==> src/rtl/huffman_dc_dec_if.sv <==
// Bit-stream input and DC-result output bundle of the JPEG DC Huffman decoder.
// The decoder takes the slave view; the bit source and result consumer take the master view.
interface huffman_dc_dec_if #(
  parameter int DC_W = 12
);
  logic                   bit_in;
  logic                   bit_valid;
  logic                   bit_ready;
  logic                   is_luminance;
  logic signed [DC_W-1:0] dc_out;
  logic [3:0]             dc_size;
  logic                   dc_valid;
  logic                   dc_ready;
  logic                   err;

  modport master (
    output bit_in, bit_valid, is_luminance, dc_ready,
    input  bit_ready, dc_out, dc_size, dc_valid, err
  );

  modport slave (
    input  bit_in, bit_valid, is_luminance, dc_ready,
    output bit_ready, dc_out, dc_size, dc_valid, err
  );
endinterface

==> src/rtl/huffman_dc_dec.sv <==
// Bit-serial JPEG DC Huffman decoder: matches one Annex K DC category codeword,
// shifts in the amplitude bits and emits the sign-extended DC difference.
module huffman_dc_dec #(
  parameter int DC_W    = 12,
  parameter int MAX_CAT = 11
) (
  input  logic             clk,
  input  logic             rst_n,
  huffman_dc_dec_if.slave  dec_if
);

  typedef enum logic [1:0] {
    S_CODE = 2'd0,
    S_AMP  = 2'd1,
    S_OUT  = 2'd2
  } state_e;

  localparam logic [DC_W-1:0] ONE       = {{(DC_W-1){1'b0}}, 1'b1};
  localparam logic [4:0]      MAX_CAT_L = 5'(MAX_CAT);

  // Returns {hit, category}; code holds exactly len bits, right-aligned.
  function automatic logic [4:0] dc_lookup(input logic luma, input logic [3:0] len,
                                           input logic [10:0] code);
    logic [10:0] tail;
    tail = (11'd1 << len) - 11'd2;
    dc_lookup = 5'd0;
    if (luma) begin
      if (len == 4'd2 && code[1:0] == 2'b00)
        dc_lookup = 5'b1_0000;
      else if (len == 4'd3 && code[2:0] >= 3'b010 && code[2:0] <= 3'b110)
        dc_lookup = {1'b1, 1'b0, code[2:0] - 3'd1};
      else if (len >= 4'd4 && len <= 4'd9 && code == tail)
        dc_lookup = {1'b1, len + 4'd2};
      else
        dc_lookup = 5'd0;
    end else begin
      if (len == 4'd2 && code[1:0] != 2'b11)
        dc_lookup = {1'b1, 2'b00, code[1:0]};
      else if (len >= 4'd3 && len <= 4'd11 && code == tail)
        dc_lookup = {1'b1, len};
      else
        dc_lookup = 5'd0;
    end
  endfunction

  state_e          state_q, state_d;
  logic [10:0]     code_q, code_d;
  logic [3:0]      len_q, len_d;
  logic            luma_q, luma_d;
  logic [DC_W-1:0] amp_q, amp_d;
  logic [3:0]      cnt_q, cnt_d;
  logic [3:0]      cat_q, cat_d;
  logic [DC_W-1:0] dc_out_q, dc_out_d;
  logic [3:0]      dc_size_q, dc_size_d;
  logic            dc_valid_q, dc_valid_d;
  logic            err_q, err_d;

  logic            accept_s;
  logic [10:0]     code_n_s;
  logic [3:0]      len_n_s;
  logic            luma_n_s;
  logic [4:0]      look_s;
  logic [3:0]      max_len_s;
  logic [DC_W-1:0] amp_n_s;
  logic [DC_W-1:0] ones_s;
  logic            sign_s;

  assign dec_if.bit_ready = (state_q != S_OUT);
  assign dec_if.dc_out    = dc_out_q;
  assign dec_if.dc_size   = dc_size_q;
  assign dec_if.dc_valid  = dc_valid_q;
  assign dec_if.err       = err_q;

  // Next-state, datapath and output computation.
  always_comb begin
    state_d    = state_q;
    code_d     = code_q;
    len_d      = len_q;
    luma_d     = luma_q;
    amp_d      = amp_q;
    cnt_d      = cnt_q;
    cat_d      = cat_q;
    dc_out_d   = dc_out_q;
    dc_size_d  = dc_size_q;
    err_d      = 1'b0;

    accept_s  = dec_if.bit_valid && (state_q != S_OUT);
    code_n_s  = (code_q << 1) | {10'd0, dec_if.bit_in};
    len_n_s   = len_q + 4'd1;
    luma_n_s  = (len_q == 4'd0) ? dec_if.is_luminance : luma_q;
    look_s    = dc_lookup(luma_n_s, len_n_s, code_n_s);
    max_len_s = luma_n_s ? 4'd9 : 4'd11;
    amp_n_s   = (amp_q << 1) | {{(DC_W-1){1'b0}}, dec_if.bit_in};
    ones_s    = (ONE << cat_q) - ONE;
    // A set leading amplitude bit means a positive difference.
    sign_s    = |(amp_n_s & (ONE << (cat_q - 4'd1)));

    case (state_q)
      S_CODE: begin
        if (accept_s) begin
          code_d = code_n_s;
          len_d  = len_n_s;
          luma_d = luma_n_s;
          if ((look_s[4] && ({1'b0, look_s[3:0]} > MAX_CAT_L)) ||
              (!look_s[4] && (len_n_s == max_len_s))) begin
            err_d  = 1'b1;
            code_d = 11'd0;
            len_d  = 4'd0;
          end else if (look_s[4]) begin
            code_d = 11'd0;
            len_d  = 4'd0;
            if (look_s[3:0] == 4'd0) begin
              state_d   = S_OUT;
              dc_out_d  = {DC_W{1'b0}};
              dc_size_d = 4'd0;
            end else begin
              state_d = S_AMP;
              cnt_d   = look_s[3:0];
              cat_d   = look_s[3:0];
              amp_d   = {DC_W{1'b0}};
            end
          end else begin
            state_d = S_CODE;
          end
        end else begin
          state_d = S_CODE;
        end
      end
      S_AMP: begin
        if (accept_s) begin
          amp_d = amp_n_s;
          cnt_d = cnt_q - 4'd1;
          if (cnt_q == 4'd1) begin
            state_d   = S_OUT;
            dc_size_d = cat_q;
            dc_out_d  = sign_s ? amp_n_s : (amp_n_s - ones_s);
          end else begin
            state_d = S_AMP;
          end
        end else begin
          state_d = S_AMP;
        end
      end
      S_OUT: begin
        if (dec_if.dc_ready) begin
          state_d = S_CODE;
        end else begin
          state_d = S_OUT;
        end
      end
      default: begin
        state_d = S_CODE;
      end
    endcase

    dc_valid_d = (state_d == S_OUT);
  end

  // State and datapath registers.
  always_ff @(posedge clk or negedge rst_n) begin
    if (!rst_n) begin
      state_q    <= S_CODE;
      code_q     <= 11'd0;
      len_q      <= 4'd0;
      luma_q     <= 1'b0;
      amp_q      <= {DC_W{1'b0}};
      cnt_q      <= 4'd0;
      cat_q      <= 4'd0;
      dc_out_q   <= {DC_W{1'b0}};
      dc_size_q  <= 4'd0;
      dc_valid_q <= 1'b0;
      err_q      <= 1'b0;
    end else begin
      state_q    <= state_d;
      code_q     <= code_d;
      len_q      <= len_d;
      luma_q     <= luma_d;
      amp_q      <= amp_d;
      cnt_q      <= cnt_d;
      cat_q      <= cat_d;
      dc_out_q   <= dc_out_d;
      dc_size_q  <= dc_size_d;
      dc_valid_q <= dc_valid_d;
      err_q      <= err_d;
    end
  end

endmodule

==> src/flat_wrapper.sv <==
// flat-port wrapper written by rule: the top's interface ports become plain ports
module huffman_dc_dec_flat 
#(
  parameter int DC_W    = 12,
  parameter int MAX_CAT = 11
)
  (clk, rst_n, dec_if_bit_in, dec_if_bit_valid, dec_if_is_luminance, dec_if_dc_ready, dec_if_bit_ready, dec_if_dc_out, dec_if_dc_size, dec_if_dc_valid, dec_if_err);
  huffman_dc_dec_if #(.DC_W(DC_W)) dec_if_i ();
  input  logic clk;
  input  logic rst_n;
  input wire logic [$bits(dec_if_i.bit_in)-1:0] dec_if_bit_in;
  input wire logic [$bits(dec_if_i.bit_valid)-1:0] dec_if_bit_valid;
  input wire logic [$bits(dec_if_i.is_luminance)-1:0] dec_if_is_luminance;
  input wire logic [$bits(dec_if_i.dc_ready)-1:0] dec_if_dc_ready;
  output wire logic [$bits(dec_if_i.bit_ready)-1:0] dec_if_bit_ready;
  output wire logic [$bits(dec_if_i.dc_out)-1:0] dec_if_dc_out;
  output wire logic [$bits(dec_if_i.dc_size)-1:0] dec_if_dc_size;
  output wire logic [$bits(dec_if_i.dc_valid)-1:0] dec_if_dc_valid;
  output wire logic [$bits(dec_if_i.err)-1:0] dec_if_err;
  assign dec_if_i.bit_in = dec_if_bit_in;
  assign dec_if_i.bit_valid = dec_if_bit_valid;
  assign dec_if_i.is_luminance = dec_if_is_luminance;
  assign dec_if_i.dc_ready = dec_if_dc_ready;
  assign dec_if_bit_ready = dec_if_i.bit_ready;
  assign dec_if_dc_out = dec_if_i.dc_out;
  assign dec_if_dc_size = dec_if_i.dc_size;
  assign dec_if_dc_valid = dec_if_i.dc_valid;
  assign dec_if_err = dec_if_i.err;
  huffman_dc_dec #(.DC_W(DC_W), .MAX_CAT(MAX_CAT)) u_core (.clk(clk), .rst_n(rst_n), .dec_if(dec_if_i));
endmodule
==> config.mk <==
export PLATFORM = sky130hd
export DESIGN_NAME = huffman_dc_dec_flat
export DESIGN_NICKNAME = d
export VERILOG_FILES = /design/src/rtl/huffman_dc_dec_if.sv /design/src/rtl/huffman_dc_dec.sv /design/src/flat_wrapper.sv
export SDC_FILE = /design/constraint.sdc
export NUM_CORES = 1
export LEC_CHECK = 0
export CAP_MARGIN = 20
export CELL_PAD_IN_SITES_DETAIL_PLACEMENT = 1
export CELL_PAD_IN_SITES_GLOBAL_PLACEMENT = 1
export CORE_MARGIN = 1
export CORE_UTILIZATION = 43
export CTS_BUF_LIST = sky130_fd_sc_hd__clkbuf_4 sky130_fd_sc_hd__clkbuf_8 sky130_fd_sc_hd__clkbuf_16
export DETAILED_ROUTE_END_ITERATION = 8
export PLACE_DENSITY = 0.75
export SLEW_MARGIN = 10
export SYNTH_ARGS = -nofsm -noshare
export SYNTH_HDL_FRONTEND = slang
export SYNTH_SLANG_ARGS = --single-unit
export TNS_END_PERCENT = 1
==> constraint.sdc <==
create_clock -name clk -period 3.7 [get_ports clk]
set_clock_uncertainty 0.15 [all_clocks]
set_input_delay 0.37 -clock clk [delete_from_list [all_inputs] [get_ports clk]]
set_output_delay 0.37 -clock clk [all_outputs]
set_load 0.005 [all_outputs]
==> results of run 1 <==
cell type report:
cell class                      count  area [um2]  share of cell area (%)
Timing Repair Buffer               99       817.0                   14.77
Clock buffer                        5       68.82                   1.244
Sequential cell                    54        1354                   24.47
Multi-Input combinational cell    375        2970                   53.70
Inverter                           23       86.33                   1.561
Clock inverter                      3       68.82                   1.244
Tap cell                          133       166.4                   3.008
worst min-delay path by stage:
stage,startpoint,end,slack [ns],depth (start not counted)
finish,u_core.luma_q,u_core.luma_q,0.38,2
global route,u_core.dec_if.dc_out[0],u_core.dec_if.dc_out[0],0.42,2
CTS,u_core.luma_q,u_core.luma_q,0.39,2
detailed placement,rst_n,u_core.code_q[7],0.34,1
global placement,rst_n,u_core.code_q[9],0.34,1
floorplan,rst_n,u_core.amp_q[0],-0.08,0
flip-flops by register name (all words and copies together), names as in the netlist:
| signal | flops |
|---|---|
| u_core.code_q | 10 |
| u_core.cat_q | 4 |
| u_core.dec_if.err | 1 |
| u_core.luma_q | 1 |
| u_core.dec_if.dc_out | 12 |
| u_core.dec_if.dc_valid | 1 |
| u_core.cnt_q | 4 |
| u_core.len_q | 4 |
| u_core.dec_if.dc_size | 4 |
| u_core.state_q | 2 |
| u_core.amp_q | 11 |
report_power, final:
group / switching (uW) / internal, uW
combinational: 2070 / 1820
sequential: 160 / 724
clock: 206 / 271
stage by stage:
stage	power, uW	cells	setup TNS [ns]	util [%]	worst slack [ns]
after global routing	5599	692	-6.136	56.08	-0.2991
final	5253	692	-1.175	56.08	-0.1638
after CTS	5147	686	-0.1473	55.34	-0.04059
after global placement	4256	668	-0.4348	52.36	-0.07498
after detailed placement	4434	668	-5.514	52.36	-0.2528
after floorplan	3201	480	-0.5824	-	-0.1490
critical path, delay by kind of cell (launching register included):
kind	cells	cell delay, ns
buffers and inverters	1	0.16
DFF	1	0.47
and+or+nand+nor	6	1.08
AOI/OAI and AO/OA	5	1.21
muxes	1	0.29
adders and majority gates	2	0.38
cell usage after synthesis, types with 4 or more instances:
library cell | instances | area [um2]
nand3_1 | 19 | 95.09
nand2_1 | 52 | 195.2
ha_1 | 34 | 425.4
o22ai_1 | 14 | 87.58
clkbuf_1 | 16 | 60.06
mux2_4 | 4 | 60.06
o22a_1 | 4 | 35.03
xor2_1 | 6 | 52.55
dfrtp_1 | 54 | 1351
nor2_1 | 23 | 86.33
a21oi_1 | 19 | 95.09
o21ai_0 | 20 | 100.1
nand2b_1 | 4 | 25.02
buf_2 | 5 | 25.02
a211oi_1 | 4 | 30.03
inv_1 | 22 | 82.58
nor2b_1 | 8 | 50.05
a21o_1 | 4 | 30.03
buf_4 | 4 | 30.03
xnor2_1 | 14 | 122.6
a31oi_1 | 6 | 37.54
or3_1 | 4 | 25.02
a22oi_1 | 4 | 30.03
a22o_1 | 25 | 219.0
mux2i_1 | 15 | 150.1
nor3_1 | 12 | 60.06
timing repair:
item                                    CTS  global route
hold buffers                              1             0
pin swaps                                15             8
endpoints found under the hold margin    21             0
endpoints found under the setup margin   50            51
resized for setup                        16             8
buffers inserted                          8             6
gates cloned                              1             0
cells by family after synthesis:
group	Yosys count	share of synthesized area, %
compound gates	141	24.25
buf+inv	52	5.502
fa+ha+maj	35	10.10
xor+xnor	24	5.701
flops	54	30.63
simple gates	152	18.29
mux	22	5.530
per-layer routing:
metal  vias up  part of all wire [%]
met5         -                     0
met4         0                   1.8
met3        29                   5.4
met2       109                    48
met1      2078                    45
li1       1925                     -
==> flow_summary.toml, run 1 <==
[run_status]
status = "complete, but fails checks"
violations = "negative setup slack"

[worst_setup_path]
slowest_delay_ns = 0.47
r2r_end = "u_core.cat_q[3]"
cp-end-kind = "register"
r2r_slack_ns = -0.16
crit_start = "u_core.len_q[1]"
critPathKind = "register to register"
crit_arrival_ns = 3.93
crit_end = "u_core.cat_q[3]"
crit_chain = "ha_4 -> or3_4 -> nand2_4 -> nand2_1 -> ha_4 -> a211o_1 -> o211ai_1 -> nand3_1 -> a31oi_2 -> o2111ai_4 -> o211ai_4 -> nand2_2 -> nor3_4 -> buf_4 -> mux2_4"
reg2reg_depth = 15
setup.worst_path.start_class = "register"
crit_fanout = 7
path_common_cell = "ha_4"
slowest_stage = "dfrtp_2"
required_ns = 3.77
rr_startpoint = "u_core.len_q[1]"

[die]
pin_count = 25
die_area_um2 = 10670
start_util_pct = 44.72
die_y_um = 103.3
num_rows = 36
core_um2 = 9864
die_w_um = 103.3

[logic_synthesis]
yosysSeqAreaShare_pct = 30.63
ys_warn_count = 0
synth-main-ff-cell = "dfrtp_1"
synthArstFlopShare_pct = 100.0
syn_area_per_cell_um2 = 9.191
ys_ff_latch = 54
ys_types = 81
syn_inst = 480
synth_edf_count = 0
syn-cell-area_um2 = 4412
synth_nets = 521

[cts]
path_clk_slew_ns = 0.10
cts_root_buf = "clkbuf_8"
cts_buffer_depth = 2
cts_sinks = 54
clk-insertion-delay-late_ns = 0.32
numCtsBuffers = 5
cts_tree = "yes"
cts_max_level = 2

[final_layout]
nFillCells = 1135
layout.nets = 599
area.growth.synth_to_final_pct = 25.38
design_area_um2 = 5532
final_common_cell = "buf_4"
num_antenna_cells = 0
mostFrequentLayoutCells = "72 x buf_4, 52 x dfrtp_1, 50 x nand2_1, 32 x ha_1, 25 x a22o_1"
drive_above_1_share_pct = 24.33

[run]
cap_violations = 0

[sta]
final-max-slew-violation-count = 0
rsz0062_at_grt = "true"
hold_ws_ns = 0.3811
fmax_ghz = 0.2588
final-hold-violation-count = 0
fin_crit_ns = 3.864
period_share_pct = 104.4
max_slew_margin_pct = 29.80
final-setup-viol-count = 26
tightest_slew_ns = 1.049
setup_ws_ns = -0.1638

[power]
power_density_nw_per_um2 = 949.6
peakVddDrop_mv = 0.6252
leakagePower_uw = 0.002459

[min_path]
hold_path.class = "register to register"

[route]
vias_per_cell = 5.984
drc = 0
routedWlPerCell_um = 20.16
drt-total-wl_mm = 13.95
drtIter0Drc = 217
drtPass1Iterations = 5
final_antenna_net_count = 0
vias = 4141

[grt]
grt_pass1_vias = 4152
use_met3_pct = 3.965
grt.overflow.total = 0
grt_pass1_wl_mm = 21.95
busiest_layer = "met2"
grt_use_met1_pct = 36.92
grt_start_max_net_pins = 33
grt_use_met2_pct = 45.85
grtUsageTotal_pct = 27.16
grt_antenna_before_repair = 0

[placed_design]
gp_congestion = 0.8600
dp_hpwl_mm = 10.23
place_area_um2 = 5165
io_buffers = 24
Power figures use the tool's default switching activity.
==> inputs of run 2 (changes only) <==
--- a/config.mk
+++ b/config.mk
@@ -5,6 +5,7 @@
 export SDC_FILE = /design/constraint.sdc
 export NUM_CORES = 1
 export LEC_CHECK = 0
+export ABC_AREA = 0
 export CAP_MARGIN = 20
 export CELL_PAD_IN_SITES_DETAIL_PLACEMENT = 1
 export CELL_PAD_IN_SITES_GLOBAL_PLACEMENT = 1
==> results of run 2 <==
No change in the layout: final DEF, timing and power equal those of run 1.
